<file path="config.mk">
export PLATFORM = sky130hd
export DESIGN_NAME = control_fsm
export DESIGN_NICKNAME = d
export VERILOG_FILES = /design/src/rtl/control_fsm.sv
export SDC_FILE = /design/constraint.sdc
export NUM_CORES = 1
export LEC_CHECK = 0
export ABC_AREA = 1
export BUFFER_PORTS_ARGS = -buffer_cell sky130_fd_sc_hd__buf_2
export CAP_MARGIN = 20
export CORE_MARGIN = 3
export CORE_UTILIZATION = 40
export DETAILED_ROUTE_END_ITERATION = 16
export HOLD_SLACK_MARGIN = 0.1
export PLACE_DENSITY = 0.73
export REMOVE_ABC_BUFFERS = 1
export SYNTH_ARGS = -nofsm -noshare
export SYNTH_HDL_FRONTEND = slang
export SYNTH_SLANG_ARGS = --single-unit
</file>
<file path="constraint.sdc">
create_clock -name clk -period 1.46 [get_ports clk]
set_clock_uncertainty 0.2 [all_clocks]
set_input_delay 0.292 -clock clk [delete_from_list [all_inputs] [get_ports clk]]
set_output_delay 0.292 -clock clk [all_outputs]
set_load 0.005 [all_outputs]
</file>
<file path="src/rtl/control_fsm.sv">
// Multicycle CPU control FSM: FETCH/DECODE/EXEC/MEM/WB sequencing with retire pulse.
// Outputs are decoded from the registered state plus opcode, mem_ready and zero; reset is async active-high.
// Optional macro ILLEGAL_TRAP_EN: opcodes 18-31 enter a TRAP state (illegal=1) instead of acting as NOP.
module control_fsm #(
  parameter int WIDTH_OPCODE = 5,  // only 5 is supported
  parameter int ALUOP_WIDTH  = 4
) (
  input  logic                    clk,
  input  logic                    reset,
  input  logic [WIDTH_OPCODE-1:0] opcode,
  input  logic                    zero,
  input  logic                    mem_ready,
  output logic                    ir_write,
  output logic                    pc_write,
  output logic                    pc_src,
  output logic                    mem_read,
  output logic                    mem_write,
  output logic                    iord,
  output logic                    reg_write,
  output logic                    alu_src_b,
  output logic [ALUOP_WIDTH-1:0]  alu_op,
  output logic                    wb_sel,
  output logic [2:0]              state,
  output logic                    retired,
  output logic                    illegal
);

  typedef enum logic [2:0] {
    S_FETCH  = 3'd0,
    S_DECODE = 3'd1,
    S_EXEC   = 3'd2,
    S_MEM    = 3'd3,
    S_WB     = 3'd4,
    S_TRAP   = 3'd7
  } state_t;

  // Opcode map
  localparam logic [WIDTH_OPCODE-1:0] OP_NOP  = WIDTH_OPCODE'(0);
  localparam logic [WIDTH_OPCODE-1:0] OP_LR   = WIDTH_OPCODE'(1);
  localparam logic [WIDTH_OPCODE-1:0] OP_SR   = WIDTH_OPCODE'(2);
  localparam logic [WIDTH_OPCODE-1:0] OP_ADD  = WIDTH_OPCODE'(3);
  localparam logic [WIDTH_OPCODE-1:0] OP_ADDI = WIDTH_OPCODE'(4);
  localparam logic [WIDTH_OPCODE-1:0] OP_SUB  = WIDTH_OPCODE'(5);
  localparam logic [WIDTH_OPCODE-1:0] OP_MOV  = WIDTH_OPCODE'(6);
  localparam logic [WIDTH_OPCODE-1:0] OP_INC  = WIDTH_OPCODE'(7);
  localparam logic [WIDTH_OPCODE-1:0] OP_LI   = WIDTH_OPCODE'(8);
  localparam logic [WIDTH_OPCODE-1:0] OP_BEQ  = WIDTH_OPCODE'(9);
  localparam logic [WIDTH_OPCODE-1:0] OP_BNE  = WIDTH_OPCODE'(10);
  localparam logic [WIDTH_OPCODE-1:0] OP_JMP  = WIDTH_OPCODE'(11);
  localparam logic [WIDTH_OPCODE-1:0] OP_AND  = WIDTH_OPCODE'(12);
  localparam logic [WIDTH_OPCODE-1:0] OP_OR   = WIDTH_OPCODE'(13);
  localparam logic [WIDTH_OPCODE-1:0] OP_NOT  = WIDTH_OPCODE'(14);
  localparam logic [WIDTH_OPCODE-1:0] OP_XOR  = WIDTH_OPCODE'(15);
  localparam logic [WIDTH_OPCODE-1:0] OP_SHL  = WIDTH_OPCODE'(16);
  localparam logic [WIDTH_OPCODE-1:0] OP_SHR  = WIDTH_OPCODE'(17);

  // ALU function codes
  localparam logic [ALUOP_WIDTH-1:0] ALU_ADD    = ALUOP_WIDTH'(0);
  localparam logic [ALUOP_WIDTH-1:0] ALU_SUB    = ALUOP_WIDTH'(1);
  localparam logic [ALUOP_WIDTH-1:0] ALU_AND    = ALUOP_WIDTH'(2);
  localparam logic [ALUOP_WIDTH-1:0] ALU_OR     = ALUOP_WIDTH'(3);
  localparam logic [ALUOP_WIDTH-1:0] ALU_XOR    = ALUOP_WIDTH'(4);
  localparam logic [ALUOP_WIDTH-1:0] ALU_NOT    = ALUOP_WIDTH'(5);
  localparam logic [ALUOP_WIDTH-1:0] ALU_SHL    = ALUOP_WIDTH'(6);
  localparam logic [ALUOP_WIDTH-1:0] ALU_SHR    = ALUOP_WIDTH'(7);
  localparam logic [ALUOP_WIDTH-1:0] ALU_INCR   = ALUOP_WIDTH'(8);
  localparam logic [ALUOP_WIDTH-1:0] ALU_PASS_B = ALUOP_WIDTH'(9);
  localparam logic [ALUOP_WIDTH-1:0] ALU_PASS_A = ALUOP_WIDTH'(10);

  state_t cur;

  logic is_nop, is_lr, is_sr, is_alu, is_branch, is_illegal, br_taken;
  logic [ALUOP_WIDTH-1:0] exec_alu_op;
  logic                   exec_src_b;

  // Instruction class decode; opcode is stable from DECODE onward
  assign is_nop     = (opcode == OP_NOP);
  assign is_lr      = (opcode == OP_LR);
  assign is_sr      = (opcode == OP_SR);
  assign is_branch  = (opcode == OP_BEQ) || (opcode == OP_BNE) || (opcode == OP_JMP);
  assign is_alu     = ((opcode >= OP_ADD) && (opcode <= OP_LI)) ||
                      ((opcode >= OP_AND) && (opcode <= OP_SHR));
  assign is_illegal = (opcode > OP_SHR);
  assign br_taken   = ((opcode == OP_BEQ) && zero) ||
                      ((opcode == OP_BNE) && !zero) ||
                      (opcode == OP_JMP);

  assign state = cur;

  // State register and transitions; reset abandons any memory access in flight
`ifdef ILLEGAL_TRAP_EN
  logic illegal_q;
  assign illegal = illegal_q;

  always_ff @(posedge clk or posedge reset) begin
    if (reset) begin
      cur       <= S_FETCH;
      illegal_q <= 1'b0;
    end else begin
      case (cur)
        S_FETCH:  if (mem_ready) cur <= S_DECODE;
        S_DECODE: begin
          if (is_lr || is_sr || is_alu || is_branch) begin
            cur <= S_EXEC;
          end else if (is_illegal) begin
            cur       <= S_TRAP;
            illegal_q <= 1'b1;
          end else begin
            cur <= S_FETCH;
          end
        end
        S_EXEC: begin
          if (is_lr || is_sr) cur <= S_MEM;
          else if (is_alu)    cur <= S_WB;
          else                cur <= S_FETCH;
        end
        S_MEM:    if (mem_ready) cur <= is_lr ? S_WB : S_FETCH;
        S_WB:     cur <= S_FETCH;
        S_TRAP:   cur <= S_TRAP;
        default:  cur <= S_FETCH;
      endcase
    end
  end
`else
  assign illegal = 1'b0;

  always_ff @(posedge clk or posedge reset) begin
    if (reset) begin
      cur <= S_FETCH;
    end else begin
      case (cur)
        S_FETCH:  if (mem_ready) cur <= S_DECODE;
        S_DECODE: begin
          if (is_lr || is_sr || is_alu || is_branch) cur <= S_EXEC;
          else                                        cur <= S_FETCH;
        end
        S_EXEC: begin
          if (is_lr || is_sr) cur <= S_MEM;
          else if (is_alu)    cur <= S_WB;
          else                cur <= S_FETCH;
        end
        S_MEM:    if (mem_ready) cur <= is_lr ? S_WB : S_FETCH;
        S_WB:     cur <= S_FETCH;
        default:  cur <= S_FETCH;
      endcase
    end
  end
`endif

  // ALU function and operand-B select used during EXEC
  always_comb begin
    exec_alu_op = ALU_ADD;
    exec_src_b  = 1'b0;
    case (opcode)
      OP_LR, OP_SR: begin exec_alu_op = ALU_ADD;    exec_src_b = 1'b1; end
      OP_ADD:       begin exec_alu_op = ALU_ADD;    exec_src_b = 1'b0; end
      OP_ADDI:      begin exec_alu_op = ALU_ADD;    exec_src_b = 1'b1; end
      OP_SUB:       begin exec_alu_op = ALU_SUB;    exec_src_b = 1'b0; end
      OP_MOV:       begin exec_alu_op = ALU_PASS_A; exec_src_b = 1'b0; end
      OP_INC:       begin exec_alu_op = ALU_INCR;   exec_src_b = 1'b0; end
      OP_LI:        begin exec_alu_op = ALU_PASS_B; exec_src_b = 1'b1; end
      OP_BEQ, OP_BNE, OP_JMP:
                    begin exec_alu_op = ALU_SUB;    exec_src_b = 1'b0; end
      OP_AND:       begin exec_alu_op = ALU_AND;    exec_src_b = 1'b0; end
      OP_OR:        begin exec_alu_op = ALU_OR;     exec_src_b = 1'b0; end
      OP_NOT:       begin exec_alu_op = ALU_NOT;    exec_src_b = 1'b0; end
      OP_XOR:       begin exec_alu_op = ALU_XOR;    exec_src_b = 1'b0; end
      OP_SHL:       begin exec_alu_op = ALU_SHL;    exec_src_b = 1'b1; end
      OP_SHR:       begin exec_alu_op = ALU_SHR;    exec_src_b = 1'b1; end
      default:      begin exec_alu_op = ALU_ADD;    exec_src_b = 1'b0; end
    endcase
  end

  // Control outputs per state; anything not asserted for a state stays 0
  always_comb begin
    ir_write  = 1'b0;
    pc_write  = 1'b0;
    pc_src    = 1'b0;
    mem_read  = 1'b0;
    mem_write = 1'b0;
    iord      = 1'b0;
    reg_write = 1'b0;
    alu_src_b = 1'b0;
    alu_op    = ALU_ADD;
    wb_sel    = 1'b0;
    retired   = 1'b0;
    case (cur)
      S_FETCH: begin
        mem_read = 1'b1;
        ir_write = mem_ready;
        pc_write = mem_ready;
      end
      S_DECODE: begin
`ifdef ILLEGAL_TRAP_EN
        retired = is_nop;
`else
        retired = is_nop || is_illegal;
`endif
      end
      S_EXEC: begin
        alu_op    = exec_alu_op;
        alu_src_b = exec_src_b;
        if (is_branch) begin
          pc_write = br_taken;
          pc_src   = br_taken;
          retired  = 1'b1;
        end
      end
      S_MEM: begin
        iord      = 1'b1;
        mem_read  = is_lr;
        mem_write = is_sr;
        retired   = is_sr && mem_ready;
      end
      S_WB: begin
        reg_write = 1'b1;
        wb_sel    = is_lr;
        retired   = 1'b1;
      end
      default: begin
        retired = 1'b0;
      end
    endcase
  end

endmodule

</file>
==> qor.yml, run 1 <==
clock_tree:
  htreeDepth: 1
  cts_sinks: 3
  root_buffer: "clkbuf_4"
  cts_max_path_buffers: 2
  cts-buffers-inserted: 3
yosys:
  syn_area_per_cell_um2: 5.809
  synth_edf_count: 0
  synth_warnings: 0
  syn_inst: 98
  synth_cell_type_count: 24
  async_reset_ff_frac: 1.000
  syn_area_um2: 569.3
  synth-seq-area-share: 0.1319
  ys_seq_elements: 3
  synthFlopType: "dfrtp_1"
timing:
  worst_endpoint: "retired"
  worst-ep-kind: "primary output"
place:
  gp_congestion: 0.8912
  dpl_worst_slack_ps: -408.2
  portBuffers: 25
  dp_hpwl_mm: 1.626
  dp.cells: 162
floorplanning:
  die_y_um: 43.73
  die_x_um: 43.73
  io_pins: 27
  initial_core_util: 0.4681
  rows: 12
global_route:
  grt_max_degree: 7
run_status:
  error: "[ERROR DPL-0038] Utilization greater than 100%, impossible to legalize"
  status: "stopped before the end"
  failing_step: "5_1_grt"
==> stage by stage <==
step,TNS (ps),hold WS (ps),area (um2),utilization
after floorplan,-445.2,-154.4,554.3,-
after detailed placement,-4248,-43.06,899.6,0.7397
after CTS,-4331,221.6,1012,0.8323
after global placement,-3679,-46.17,899.6,0.7397
==> timing repair <==
item,in CTS
setup endpoints to repair,16
pin swaps,7
hold buffers,1
hold endpoints to repair,3
resized for setup,26
setup buffers,1
==> logic make-up after synthesis <==
| family | synth area share |
|---|---|
| simple gates | 0.4330 |
| compound gates | 0.1956 |
| other cells | 0.006587 |
| buf+inv | 0.1450 |
| fa+ha+maj | 0.08792 |
| flops | 0.1319 |
==> synth_stat cells (2+ instances only) <==
| master | instances | area share |
|---|---|---|
| nand3_1 | 10 | 0.088 |
| buf_4 | 2 | 0.026 |
| dfrtp_1 | 3 | 0.13 |
| nor2_2 | 2 | 0.022 |
| a21oi_1 | 5 | 0.044 |
| o21ai_0 | 6 | 0.053 |
| nand2_1 | 21 | 0.14 |
| nor2_1 | 10 | 0.066 |
| nor3_1 | 2 | 0.018 |
| ha_1 | 4 | 0.088 |
| o31ai_1 | 3 | 0.040 |
| a21oi_2 | 2 | 0.031 |
| inv_1 | 17 | 0.11 |
==> inputs of run 2 (changes only) <==
--- a/config.mk
+++ b/config.mk
@@ -8,11 +8,10 @@
 export ABC_AREA = 1
 export BUFFER_PORTS_ARGS = -buffer_cell sky130_fd_sc_hd__buf_2
 export CAP_MARGIN = 20
-export CORE_MARGIN = 3
-export CORE_UTILIZATION = 40
+export CORE_AREA = 3 3 64 66
 export DETAILED_ROUTE_END_ITERATION = 16
-export HOLD_SLACK_MARGIN = 0.1
-export PLACE_DENSITY = 0.73
+export DIE_AREA = 0 0 67 69
+export PLACE_DENSITY_LB_ADDON = 0.15
 export REMOVE_ABC_BUFFERS = 1
 export SYNTH_ARGS = -nofsm -noshare
 export SYNTH_HDL_FRONTEND = slang
==> constraint.sdc (replaced) <==
create_clock -name clk -period 1.9 [get_ports clk]
set_clock_uncertainty 0.2 [all_clocks]
set_input_delay 0.38 -clock clk [delete_from_list [all_inputs] [get_ports clk]]
set_output_delay 0.38 -clock clk [all_outputs]
set_load 0.005 [all_outputs]
==> run 2 against run 1 <==
Against the previous run:
- the flow now finishes, with violations (negative setup slack)
- synthesized area did not move
- synthesized cell count did not move
==> qor.yml, run 2 <==
timing:
  hold_viol_final: 0
  maxSlewViolCount: 0
  rsz0062_at_grt: "yes"
  fin_ws_ps: -1.463
  final-setup-viol-count: 1
  post-route-period-util: 1.001
  min_period_ps: 1901
  setup_tns_ps: -1.463
  timing.fmax_mhz: 525.9
setup_path:
  worst_ep_required_time_ps: 1320
  startpoint_type: "primary input"
  crit_type: "primary input to output port"
  rrSetupSlack_ps: 550
  crit_arrival_ps: 1320
  crit_path_end_kind: "output port"
  crit_path_max_fanout: 3
cells_and_area:
  nFillCells: 419
  drive_gt1_frac: 0.5772
  syn2layout_area_growth_pct: 100.2
  nets: 163
  layout.cells.non_filler: 197
  final_cell_mix: "buf_2, buf_4, nand2_1"
  final_util: 0.3137
  largest_reg_flops: 3
  diodes: 0
run_status:
  violations: "negative setup slack"
  status: "finished with violations"  # was stopped before the end
clock_tree:
  cts-buffers-inserted: 3  # unchanged
  cts_tree: "yes"
  root_buffer: "clkbuf_8"  # was clkbuf_4
  path_clk_slew_ps: 30
  clk_latency_ps: 210
  htreeDepth: 1  # unchanged
  cts_sinks: 3  # unchanged
  cts_max_path_buffers: 2  # unchanged
yosys:
  syn_area_um2: 569.3  # unchanged
  synth_common_cells: "nand2_1, inv_1, nand3_1, nor2_1, o21ai_0"  # unchanged
  yosysMostFrequentCell: "nand2_1"  # unchanged
  syn_area_per_cell_um2: 5.809  # unchanged
  synth_warnings: 0  # unchanged
  synthFlopType: "dfrtp_1"  # unchanged
  syn_inst: 98  # unchanged
  synth_cell_type_count: 24  # unchanged
  async_reset_ff_frac: 1.000  # unchanged
  synth_top_area_cell: "nand2_1"  # unchanged
  synth.top_cell.area_share: 0.1385  # unchanged
  ys_seq_elements: 3  # unchanged
  synth.area.top_cells: "nand2_1, dfrtp_1, inv_1"  # unchanged
  synth-seq-area-share: 0.1319  # unchanged
  synth_edf_count: 0  # unchanged
route:
  drtAntennaViolNets: 0
  drc: 0
  wirelength_mm: 2.121
  routedWlPerCell_um: 10.77
  vias_per_cell: 4.086
  vias: 805
  first_pass_iters: 4
  drt_iter0_markers: 38
floorplanning:
  initial_core_util: 0.1567  # was 0.4681
  die_y_um: 69  # was 43.73 um
  die_x_um: 67  # was 43.73 um
  die-area_mm2: 0.004623
  core-area_mm2: 0.003633
  rows: 22  # was 12
  io_pins: 27  # unchanged
place:
  dp.cells: 187  # was 162
  dp_hpwl_mm: 1.646  # was 1.626 mm
  gp_congestion: 0.8459  # was 0.8912
  portBuffers: 25  # unchanged
global_route:
  grt_use_total: 0.09710
  grt_pass1_wl_mm: 3.601
  grt_max_degree: 8
  grt_pass1_vias: 836
  antenna_found_initial: 0
  grt.overflow.total: 0
power:
  peakVddDrop_mv: 0.1595
  power_density_mw_per_mm2: 705.3
  power.leakage_nw: 0.6038
flow_run:
  drv_cap: 0
hold_path:
  hp-class: "primary input to flop"
[run 2: kinds of logic (layout without fill, tap and decap cells)]
logic type / after synthesis / count (layout) / synth area share
AO/OA/AOI/OAI: 18 / 18 / 0.1956
adder cells (fa/ha/maj): 4 / 4 / 0.08792
buffers and inverters: 20 / 71 / 0.1450
flip-flops: 3 / 3 / 0.1319
other: 1 / 1 / 0.006587
AND/OR/NAND/NOR: 52 / 52 / 0.4330
[run 2: power breakdown]
group	total (W)	leakage [nW]	internal [W]	switching [W]
combinational	0.000499	0.541	0.000231	0.000268
sequential	0.000121	0.0397	0.0000888	0.0000322
clock	0.000184	0.0228	0.000143	0.0000411
[run 2: area by class of cell]
type	instances	area, um2	share of cell area
multi-input cells	75	545.5	0.4786
well taps	48	60.06	0.05269
repair buffers	49	336.6	0.2953
flip-flops and latches	3	75.07	0.06586
clock buffers	4	45.04	0.03952
inverters	18	77.57	0.06806
[run 2: path summary, 6_finish.rpt]
| path | startpoint | endpoint | depth (start not counted) |
|---|---|---|---|
| min in group asynchronous | reset | state[1]$_DFFE_PP0P_ | 3 |
| worst max-delay path | opcode[1] | alu_src_b | 9 |
| max in group asynchronous | reset | state[2]$_DFFE_PP0P_ | 3 |
| worst min-delay path | mem_ready | state[2]$_DFFE_PP0P_ | 3 |
| worst max register to register | state[1]$_DFFE_PP0P_ | state[2]$_DFFE_PP0P_ | 5 |
| worst min register to register | state[1]$_DFFE_PP0P_ | state[1]$_DFFE_PP0P_ | 3 |
[run 2: routing by layer]
| metal | GRT usage | wire, um | up-vias |
|---|---|---|---|
| li1 | - | - | 420 |
| met3 | 0.02117 | 108 | 4 |
| met1 | 0.1015 | 823 | 365 |
| met5 | 0 | 0 | - |
| met2 | 0.1790 | 1165 | 16 |
| met4 | 0.04054 | 24 | 0 |
[run 2: repair_timing]
action / CTS / global route
setup endpoints to repair: 11 / 12
hold buffers: 1 / 0
endpoints found under the hold margin: 3 / 0
buffers inserted: 3 / 2
pin swaps: 9 / 12
resized for setup: 35 / 13
[run 2: per-stage QoR]
| step | setup WS (ps) | hold slack [ps] | total power, W | instance area [um2] |
|---|---|---|---|---|
| detailed placement | -182.8 | 46.69 | 0.0005147 | 874.6 |
| CTS | -7.392 | 333.1 | 0.0007884 | 1085 |
| global placement | -144.5 | 41.77 | 0.0005209 | 874.6 |
| global route | -83.33 | 390.7 | 0.0008910 | 1140 |
| floorplan | 134.5 | -66.36 | 0.0003208 | 554.3 |
| finish | -1.463 | 328.4 | 0.0008039 | 1140 |
[run 2: worst max-delay path, stage by stage]
cell and delay, ps:
buf_8 100, inv_4 50, buf_6 100, ha_4 130
nand2_2 60, o21ai_2 170, nand2_2 80, o21ai_2 120
buf_2 120
(Power assumes the default switching activity.)
==> inputs of run 3 (changes only) <==
--- a/config.mk
+++ b/config.mk
@@ -6,7 +6,7 @@
 export NUM_CORES = 1
 export LEC_CHECK = 0
 export ABC_AREA = 1
-export BUFFER_PORTS_ARGS = -buffer_cell sky130_fd_sc_hd__buf_2
+export BUFFER_PORTS_ARGS = -buffer_cell sky130_fd_sc_hd__clkbuf_2
 export CAP_MARGIN = 20
 export CORE_AREA = 3 3 64 66
 export DETAILED_ROUTE_END_ITERATION = 16
@@ -16,3 +16,4 @@
 export SYNTH_ARGS = -nofsm -noshare
 export SYNTH_HDL_FRONTEND = slang
 export SYNTH_SLANG_ARGS = --single-unit
+export TNS_END_PERCENT = 20
==> run 3 against run 2 <==
Against the previous run:
- sequential power up 6%
- critical endpoint unchanged
- die area is the same
- non-clock buffer count up 9
- cell count rose by 4.6%
- clock power barely moved
- fmax decreased by 0.16%
- critical path depth shrank 3
- total power grew 9.2%
- global-route usage rose by 0.39 points
- first-iteration DRC count shrank 24%
- the run still ends with negative setup slack left
- count of clock-buffer cells in the layout unchanged
==> qor.yml, run 3 (same netlist as run 2, synthesis figures left out) <==
hold_path:
  hp-start: "mem_ready"  # unchanged
  hp-class: "primary input to flop"  # unchanged
run_status:
  violations: "negative setup slack"  # unchanged
  status: "finished with violations"  # unchanged
timing:
  fin_ws_ps: -4.599  # was -1.463 ps
  hold_ws_ps: 333.3  # was 328.4 ps
  final-setup-viol-count: 2  # was 1
  post-route-period-util: 1.002  # was 1.001
  maxSlewViolCount: 0  # unchanged
  hold_viol_final: 0  # unchanged
  min_period_ps: 1905  # was 1901 ps
  rsz0062_at_grt: "yes"  # unchanged
  timing.fmax_mhz: 525.0  # was 525.9 MHz
global_route:
  antenna_found_initial: 0  # unchanged
  grt_pass1_wl_mm: 3.684  # was 3.601 mm
  grt.overflow.total: 0  # unchanged
  grt_pass1_vias: 853  # was 836
  grt_use_total: 0.1010  # was 0.09710
  grt_max_degree: 7  # was 8
floorplanning:
  initial_core_util: 0.1567  # unchanged
  die_x_um: 67  # unchanged
  die-area_mm2: 0.004623  # unchanged
  die_y_um: 69  # unchanged
  core-area_mm2: 0.003633  # unchanged
  rows: 22  # unchanged
  io_pins: 27  # unchanged
place:
  dpl_cell_area_um2: 889.6  # was 874.6 um2
  dp.cells: 189  # was 187
  dp_hpwl_mm: 1.683  # was 1.646 mm
  portBuffers: 25  # unchanged
  gp_congestion: 0.8481  # was 0.8459
route:
  drtAntennaViolNets: 0  # unchanged
  vias: 854  # was 805
  wirelength_mm: 2.189  # was 2.121 mm
  routedWlPerCell_um: 10.63  # was 10.77 um
  vias_per_cell: 4.146  # was 4.086
  drt_iter0_markers: 29  # was 38
  drc: 0  # unchanged
  first_pass_iters: 4  # unchanged
setup_path:
  cp-startpoint: "state[2]$_DFFE_PP0P_"  # was opcode[1]
  crit_type: "flop to output port"  # was primary input to output port
  worst_ep_required_time_ps: 1320  # about the same
  regToRegStartpoint: "state[0]$_DFFE_PP0P_"  # was state[1]$_DFFE_PP0P_
  crit_path_max_fanout: 3  # unchanged
  crit_arrival_ps: 1320  # about the same
  startpoint_type: "flop"  # was primary input
  crit_path_end_kind: "output port"  # unchanged
clock_tree:
  clk_latency_ps: 210  # about the same
  cts-buffers-inserted: 3  # unchanged
  cts_tree: "yes"  # unchanged
  htreeDepth: 1  # unchanged
  cts_max_path_buffers: 2  # unchanged
  cts_sinks: 3  # unchanged
  path_clk_slew_ps: 30  # about the same
  root_buffer: "clkbuf_8"  # unchanged
cells_and_area:
  nFillCells: 417  # was 419
  final_cell_mix: "buf_4, nand2_1, clkbuf_2"  # was buf_2, buf_4, nand2_1
  drive_gt1_frac: 0.6266  # was 0.5772
  final_util: 0.3392  # was 0.3137
  syn2layout_area_growth_pct: 116.5  # was 100.2%
  layout.cells.non_filler: 206  # was 197
  post-route-cell-area_mm2: 0.001232  # was 0.001140 mm2
  diodes: 0  # unchanged
  layout_commonest_cell: "buf_4"
  largest_reg_flops: 3  # unchanged
  nets: 172  # was 163
power:
  total_power_w: 0.0008777  # was 0.0008039 W
  power.leakage_nw: 0.6320  # was 0.6038 nW
  peakVddDrop_mv: 0.1715  # was 0.1595 mV
  power_density_mw_per_mm2: 712.1  # was 705.3 mW/mm2
flow_run:
  drv_cap: 0  # unchanged
run 3: layer usage:
metal | track usage | part of all wire
met5 | 0 | 0
met2 | 0.1779 | 0.52
met4 | 0.04054 | 0.011
met3 | 0.01954 | 0.049
met1 | 0.1152 | 0.42
run 3: cell type report:
cell class | instances | area [um2] | share of cell area
sequential | 3 | 76.32 | 0.06193
tap | 48 | 60.06 | 0.04873
timing repair buffer | 58 | 409.1 | 0.3320
multi-input combinational | 75 | 556.8 | 0.4518
inverter | 18 | 85.08 | 0.06904
clock buffer | 4 | 45.04 | 0.03655
run 3: what timing repair did:
action,in CTS,in global routing
hold buffers,1,0
resized for setup,33,29
hold endpoints to repair,3,0
pin swaps,10,12
setup endpoints to repair,11,12
buffers inserted,7,5
run 3: path summary, 6_finish.rpt:
kind / to / slack [ps] / depth (start not counted)
max: alu_src_b / -5 / 6
min: state[2]$_DFFE_PP0P_ / 330 / 3
max reg2reg: state[2]$_DFFE_PP0P_ / 520 / 6
min reg2reg: state[1]$_DFFE_PP0P_ / 470 / 3
max in group asynchronous: state[1]$_DFFE_PP0P_ / 1010 / 3
min in group asynchronous: state[0]$_DFFE_PP0P_ / 360 / 3
run 3: worst max-delay path: stages, from the launching register on:
cell     delay, ps
dfrtp_1        390
inv_2          110
nand3_4         90
inv_4           60
nand4_1        180
o21ai_1        140
buf_2          130
run 3: metrics by stage:
stage / setup WS (ps) / setup TNS (ps)
finish: -4.599 / -7.320
global route: -122.3 / -686.2
CTS: -43.33 / -119.2
detailed placement: -160.3 / -654.5
global placement: -137.7 / -618.0
floorplan: 134.5 / 0
run 3: report_power, final:
group	leakage, nW	internal, W	switching, W	total, W
registers	0.0383	0.0000909	0.0000367	0.000128
clock network	0.0228	0.000143	0.0000412	0.000184
logic	0.571	0.000271	0.000294	0.000566
